$ cat src/rtl/div_arb_pkg.sv
// Shared types and constants for the divider-sharing arbiter.
package div_arb_pkg;

    localparam int DIV_W = 7;

    typedef enum logic [2:0] {
        IDLE,
        GRANT,
        ISSUE,
        ARM,
        WAIT,
        RESP
    } arb_state_t;

endpackage

$ cat src/rtl/div_share_arbiter_rr_picker.sv
// Round-robin picker: first set request at or after ptr, wrapping modulo N_REQ.
module rr_picker #(
    parameter int N_REQ = 4,
    parameter int IDW   = $clog2(N_REQ)
) (
    input  logic [N_REQ-1:0] req,
    input  logic [IDW-1:0]   ptr,
    output logic             found,
    output logic [IDW-1:0]   idx
);

    localparam int unsigned NU = N_REQ;

    // Scan from the pointer upward; the first hit wins.
    always_comb begin
        int unsigned j;
        found = 1'b0;
        idx   = '0;
        j     = 0;
        for (int unsigned k = 0; k < NU; k++) begin
            j = (ptr + k) % NU;
            if (!found && req[j]) begin
                found = 1'b1;
                idx   = IDW'(j);
            end
        end
    end

endmodule

$ cat src/rtl/div_share_arbiter.sv
// Shares one 7-bit restoring divider among N_REQ requesters, round-robin,
// one operation at a time.
// Optional macro DIV_ARB_ZERO_BYPASS_EN: a zero divisor skips the divider and
// answers Q=all ones, R=dividend, flagged on rsp_dz.
module div_share_arbiter
    import div_arb_pkg::*;
#(
    parameter int N_REQ = 4,
    parameter int W     = DIV_W,
    parameter int IDW   = $clog2(N_REQ)
) (
    input  logic               clk,
    input  logic               rst,
`ifdef DIV_ARB_ZERO_BYPASS_EN
    output logic               rsp_dz,
`endif
    input  logic [N_REQ-1:0]   req,
    input  logic [N_REQ*W-1:0] req_a,
    input  logic [N_REQ*W-1:0] req_b,
    output logic [N_REQ-1:0]   gnt,
    output logic [N_REQ-1:0]   rsp_valid,
    output logic [W-1:0]       rsp_q,
    output logic [W-1:0]       rsp_r,
    output logic [IDW-1:0]     rsp_id,
    output logic               busy,
    output logic               div_start,
    output logic [W-1:0]       div_a,
    output logic [W-1:0]       div_b,
    input  logic [W-1:0]       div_q,
    input  logic [W-1:0]       div_r,
    input  logic               div_done
);

    localparam int unsigned NU = N_REQ;

    arb_state_t     state, nxt;
    logic [IDW-1:0] ptr, cur_id, pick_idx;
    logic           pick_found;
    logic [W-1:0]   a_sel, b_sel;
`ifdef DIV_ARB_ZERO_BYPASS_EN
    logic           dz_q;
`endif

    rr_picker #(
        .N_REQ (N_REQ),
        .IDW   (IDW)
    ) u_pick (
        .req   (req),
        .ptr   (ptr),
        .found (pick_found),
        .idx   (pick_idx)
    );

    // Operand slices of the currently granted requester.
    always_comb begin
        a_sel = '0;
        b_sel = '0;
        for (int unsigned i = 0; i < NU; i++) begin
            if (cur_id == IDW'(i)) begin
                a_sel = req_a[i*W +: W];
                b_sel = req_b[i*W +: W];
            end
        end
    end

    // State register.
    always_ff @(posedge clk or negedge rst) begin
        if (!rst) state <= IDLE;
        else      state <= nxt;
    end

    // Datapath: grant index, divider operands, held response, RR pointer.
    always_ff @(posedge clk or negedge rst) begin
        if (!rst) begin
            ptr    <= '0;
            cur_id <= '0;
            div_a  <= '0;
            div_b  <= '0;
            rsp_q  <= '0;
            rsp_r  <= '0;
            rsp_id <= '0;
`ifdef DIV_ARB_ZERO_BYPASS_EN
            dz_q   <= 1'b0;
`endif
        end else begin
            case (state)
                IDLE: if (pick_found) cur_id <= pick_idx;
                GRANT: begin
                    div_a <= a_sel;
                    div_b <= b_sel;
`ifdef DIV_ARB_ZERO_BYPASS_EN
                    if (b_sel == '0) begin
                        rsp_q  <= '1;
                        rsp_r  <= a_sel;
                        rsp_id <= cur_id;
                        dz_q   <= 1'b1;
                    end
`endif
                end
                WAIT: if (div_done) begin
                    rsp_q  <= div_q;
                    rsp_r  <= div_r;
                    rsp_id <= cur_id;
`ifdef DIV_ARB_ZERO_BYPASS_EN
                    dz_q   <= 1'b0;
`endif
                end
                RESP: ptr <= (cur_id == IDW'(NU - 1)) ? '0 : cur_id + IDW'(1);
                default: ;
            endcase
        end
    end

    // Next state and pulse outputs decoded from the registered state.
    always_comb begin
        nxt       = state;
        gnt       = '0;
        rsp_valid = '0;
        div_start = 1'b0;
        busy      = (state != IDLE);
`ifdef DIV_ARB_ZERO_BYPASS_EN
        rsp_dz    = 1'b0;
`endif
        case (state)
            IDLE:  if (pick_found) nxt = GRANT;
            GRANT: begin
                gnt[cur_id] = 1'b1;
                nxt         = ISSUE;
`ifdef DIV_ARB_ZERO_BYPASS_EN
                if (b_sel == '0) nxt = RESP;
`endif
            end
            ISSUE: begin
                div_start = 1'b1;
                nxt       = ARM;
            end
            // done may still be high from the previous operation
            ARM:   if (!div_done) nxt = WAIT;
            WAIT:  if (div_done) nxt = RESP;
            RESP: begin
                rsp_valid[cur_id] = 1'b1;
                nxt               = IDLE;
`ifdef DIV_ARB_ZERO_BYPASS_EN
                rsp_dz            = dz_q;
`endif
            end
            default: nxt = IDLE;
        endcase
    end

endmodule

$ cat config.mk
export PLATFORM = sky130hd
export DESIGN_NAME = div_share_arbiter
export DESIGN_NICKNAME = d
export VERILOG_FILES = /design/src/rtl/div_arb_pkg.sv /design/src/rtl/div_share_arbiter_rr_picker.sv /design/src/rtl/div_share_arbiter.sv
export SDC_FILE = /design/constraint.sdc
export NUM_CORES = 1
export LEC_CHECK = 0
export BUFFER_PORTS_ARGS = -buffer_cell sky130_fd_sc_hd__buf_2
export CAP_MARGIN = 20
export CORE_MARGIN = 5
export CORE_UTILIZATION = 44
export DETAILED_ROUTE_END_ITERATION = 6
export GPL_TIMING_DRIVEN = 0
export PLACE_DENSITY_LB_ADDON = 0.25
export SLEW_MARGIN = 10
export SYNTH_ARGS = -nofsm -noshare
export SYNTH_HDL_FRONTEND = slang
export SYNTH_SLANG_ARGS = --single-unit
$ cat constraint.sdc
create_clock -name clk -period 1.95 [get_ports clk]
set_input_delay 0.0975 -clock clk [delete_from_list [all_inputs] [get_ports clk]]
set_output_delay 0.0975 -clock clk [all_outputs]
set_load 0.005 [all_outputs]
==> impl_metrics.csv <==
group,metric,value,unit
cts,clockBufferDepth,2,
cts,cts_tree,"built",
logic_synthesis,synth_top_area_cell,"dfrtp_1",
route,met2WireLength,2790,um
floorplan,start_util,0.447,
logic_synthesis,synth_warnings,0,
cells_and_area,layout-drive-gt1-share,0.447,
floorplan,core_region_area,4660,um2
placement,io_buffer_count,116,
cts,root_buffer,"clkbuf_8",
logic_synthesis,synth_cell_types,31,
route,antenna_left,0,
cells_and_area,finalNonFillerCells,394,
sta,rsz0062_at_grt,"false",
logic_synthesis,synth_cells,216,
pwr,peakVddDrop,0.000543,V
sta,finalMaxSlewViolations,0,
floorplan,pin_count,117,
sta,max_freq,0.553,GHz
placement,dp_cells,386,
floorplan,placementRows,25,
route,drt-met1-wl,2520,um
logic_synthesis,syn_area_per_cell,9.64,um2
logic_synthesis,yosys-top-cells-area,"dfrtp_1 (44%), mux2_2 (9.7%), a221o_1 (6.7%), nand3b_1 (5.0%), a31oi_1 (4.2%)",
route,first_pass_iters,4,
sta,setup_violations,0,
logic_synthesis,synth-edff-count,0,
route,via_per_inst,5.15,
cells_and_area,area_growth,37.3,%
global_route,antenna_found_initial,0,
logic_synthesis,ys_ff_latch,37,
critical_path,critPathKind,"reg -> reg",
placement,gp_congestion,0.799,
logic_synthesis,synthDominantCellAreaShare,0.444,
sta,hold_viol_final,0,
floorplan,die_w,78.8,um
sta,timing.hold.ws,0.0385,ns
logic_synthesis,ys_seq_area_frac,0.444,
route,wire_per_inst,15.0,um
sta,tightest_slew,0.796,ns
critical_path,worstPathArrival,2.02,ns
sta,relSlewSlack,0.469,
cells_and_area,diodes,0,
cts,postCtsSetupRepairBufs,0,
global_route,grt_max_degree,38,
sta,fin_setup_tns,0,ns
placement,preCtsSetupSlack,0.0741,ns
cts,numCtsBuffers,5,
global_route,track_usage,0.193,
critical_path,worstPathMaxFanout,10,
critical_path,cpMaxStageDelayCell,"dfrtp_1",
pwr,cellPowerDensity,1440,nW/um2
status,status,"finished clean",
critical_path,crit_required,2.16,ns
critical_path,path_cells,"inv_1 -> ha_1 -> clkbuf_1 -> a21oi_1 -> a221o_1 -> a31oi_1",
critical_path,cp_slowest_stage_delay,0.43,ns
route,drc,0,
flow_run,cap_violations,0,
sta,finClkSkew,0.00637,ns
logic_synthesis,synth_fp_nets,297,
sta,finalCritPeriodShare,0.927,
route,wl_met3,537,um
critical_path,start_kind,"flop",
critical_path,crit_path_end_kind,"flop",
sta,setup_slack,0.143,ns
cts,clk_pin_slew_worst_paths,0.07,ns
global_route,grt_pass1_wl,9360,um
cts,clock_latency,0.29,ns
cells_and_area,finalCoreUtilization,0.614,
global_route,grt_overflow,0,
floorplan,die_area,6210,um2
cts,h-tree-depth,2,
worst_hold_path,holdCritPathClass,"in -> reg",
pwr,cellLeakagePower,1.47,nW
route,top_layer,"met4",
cts,cts_sinks,37,
cells_and_area,fin_nets,420,
route,drt_iter0_markers,93,
sta,fin_crit,1.81,ns
critical_path,cp_num_buf_inv,2,
placement,dpl.hpwl,4570,um
logic_synthesis,async_reset_ff_frac,1.00,
critical_path,critPathTopFamily,"compound AO/OA/AOI/OAI gates",
route,wl,5890,um
logic_synthesis,synth_top_flop_cell,"dfrtp_1",
floorplan,die_h,78.8,um
route,vias,2031,
global_route,first_global_vias,1983,
logic_synthesis,netlist_area,2080,um2
-- power breakdown --
group / total (W) / internal [W] / switching (W)
combinational: 0.00208 / 0.00104 / 0.00105
sequential: 0.00136 / 0.00114 / 0.000221
clock: 0.000676 / 0.000417 / 0.000260
-- registers in the layout, summed over array words and instances (netlist names) --
register and flops:
rsp_r 7, rsp_q 7, ptr 2, state 3
div_a 7, rsp_id 2, cur_id 2, div_b 7
-- path summary, 6_finish.rpt --
path                       startpoint  endpoint  slack [ns]  cells past startpoint
setup reg to reg            cur_id[1]  div_b[3]        0.14                      6
hold reg to reg              rsp_q[6]  rsp_q[6]        0.50                      1
min in group asynchronous         rst  div_b[3]        0.44                      2
max in group asynchronous         rst  div_b[6]        1.01                      2
setup / recovery            cur_id[1]  div_b[3]        0.14                      6
hold / removal               div_q[5]  rsp_q[5]        0.04                      2
-- cells in the mapped netlist (2+ instances only) --
| cell | n |
|---|---|
| o21ai_0 | 2 |
| mux2_2 | 18 |
| nand2_1 | 15 |
| nor2_1 | 19 |
| a21oi_1 | 16 |
| inv_1 | 19 |
| buf_6 | 2 |
| buf_2 | 2 |
| and2_1 | 8 |
| nand2b_1 | 2 |
| nand3b_1 | 14 |
| a221o_1 | 14 |
| a31oi_1 | 14 |
| ha_1 | 4 |
| clkbuf_1 | 13 |
| nor2b_1 | 2 |
| dfrtp_1 | 37 |
| and3_1 | 2 |
-- cell families (layout without fill, tap and decap cells) --
group / count (synthesis) / count (layout) / synth area share
and+or+nand+nor: 67 / 67 / 0.174
AOI/OAI and AO/OA: 53 / 53 / 0.183
DFF: 37 / 37 / 0.444
buffers and inverters: 36 / 160 / 0.0733
muxes: 19 / 19 / 0.102
adders and majority gates: 4 / 4 / 0.0240
-- timing repair --
action,4_1_cts,5_1_grt
hold endpoints to repair,37,0
resized for setup,0,7
setup endpoints to repair,0,14
hold buffers,1,0
-- layout by cell type (no fill, tap or decap), types with 2 or more instances in the layout --
cell        n
and3_1      2
buf_2     118
nand2b_1    2
a21oi_1    16
ha_1        3
mux2_2     18
nor2_1     19
clkbuf_1   10
and2_1      8
clkbuf_2    3
a221o_1    14
a31oi_1    14
clkbuf_8    6
buf_6       2
nand3b_1   14
inv_1      19
dfrtp_1    37
o21ai_0     2
nand2_1    15
nor2b_1     2
-- final cells by class --
cell class	count	area [um2]
Clock buffer	7	86.3
Multi-Input combinational cell	143	1010
Buffer	16	81.3
Sequential cell	37	926
Tap cell	54	67.6
Fill cell	435	1800
Clock inverter	1	30.0
Inverter	19	71.3
Timing Repair Buffer	117	591
-- stage by stage --
stage	area [um2]	power [W]
CTS	2860	0.00413
global route	2860	0.00447
finish	2860	0.00412
global placement	2730	0.00340
detailed placement	2730	0.00344
floorplan	2080	0.00267
-- metal layers --
metal  global-route usage  vias to the layer above
met5                    0                        -
met4               0.0464                        0
met3               0.0624                        4
met2                0.311                       76
met1                0.253                      938
li1                     -                     1013
Power figures use the tool's default switching activity.
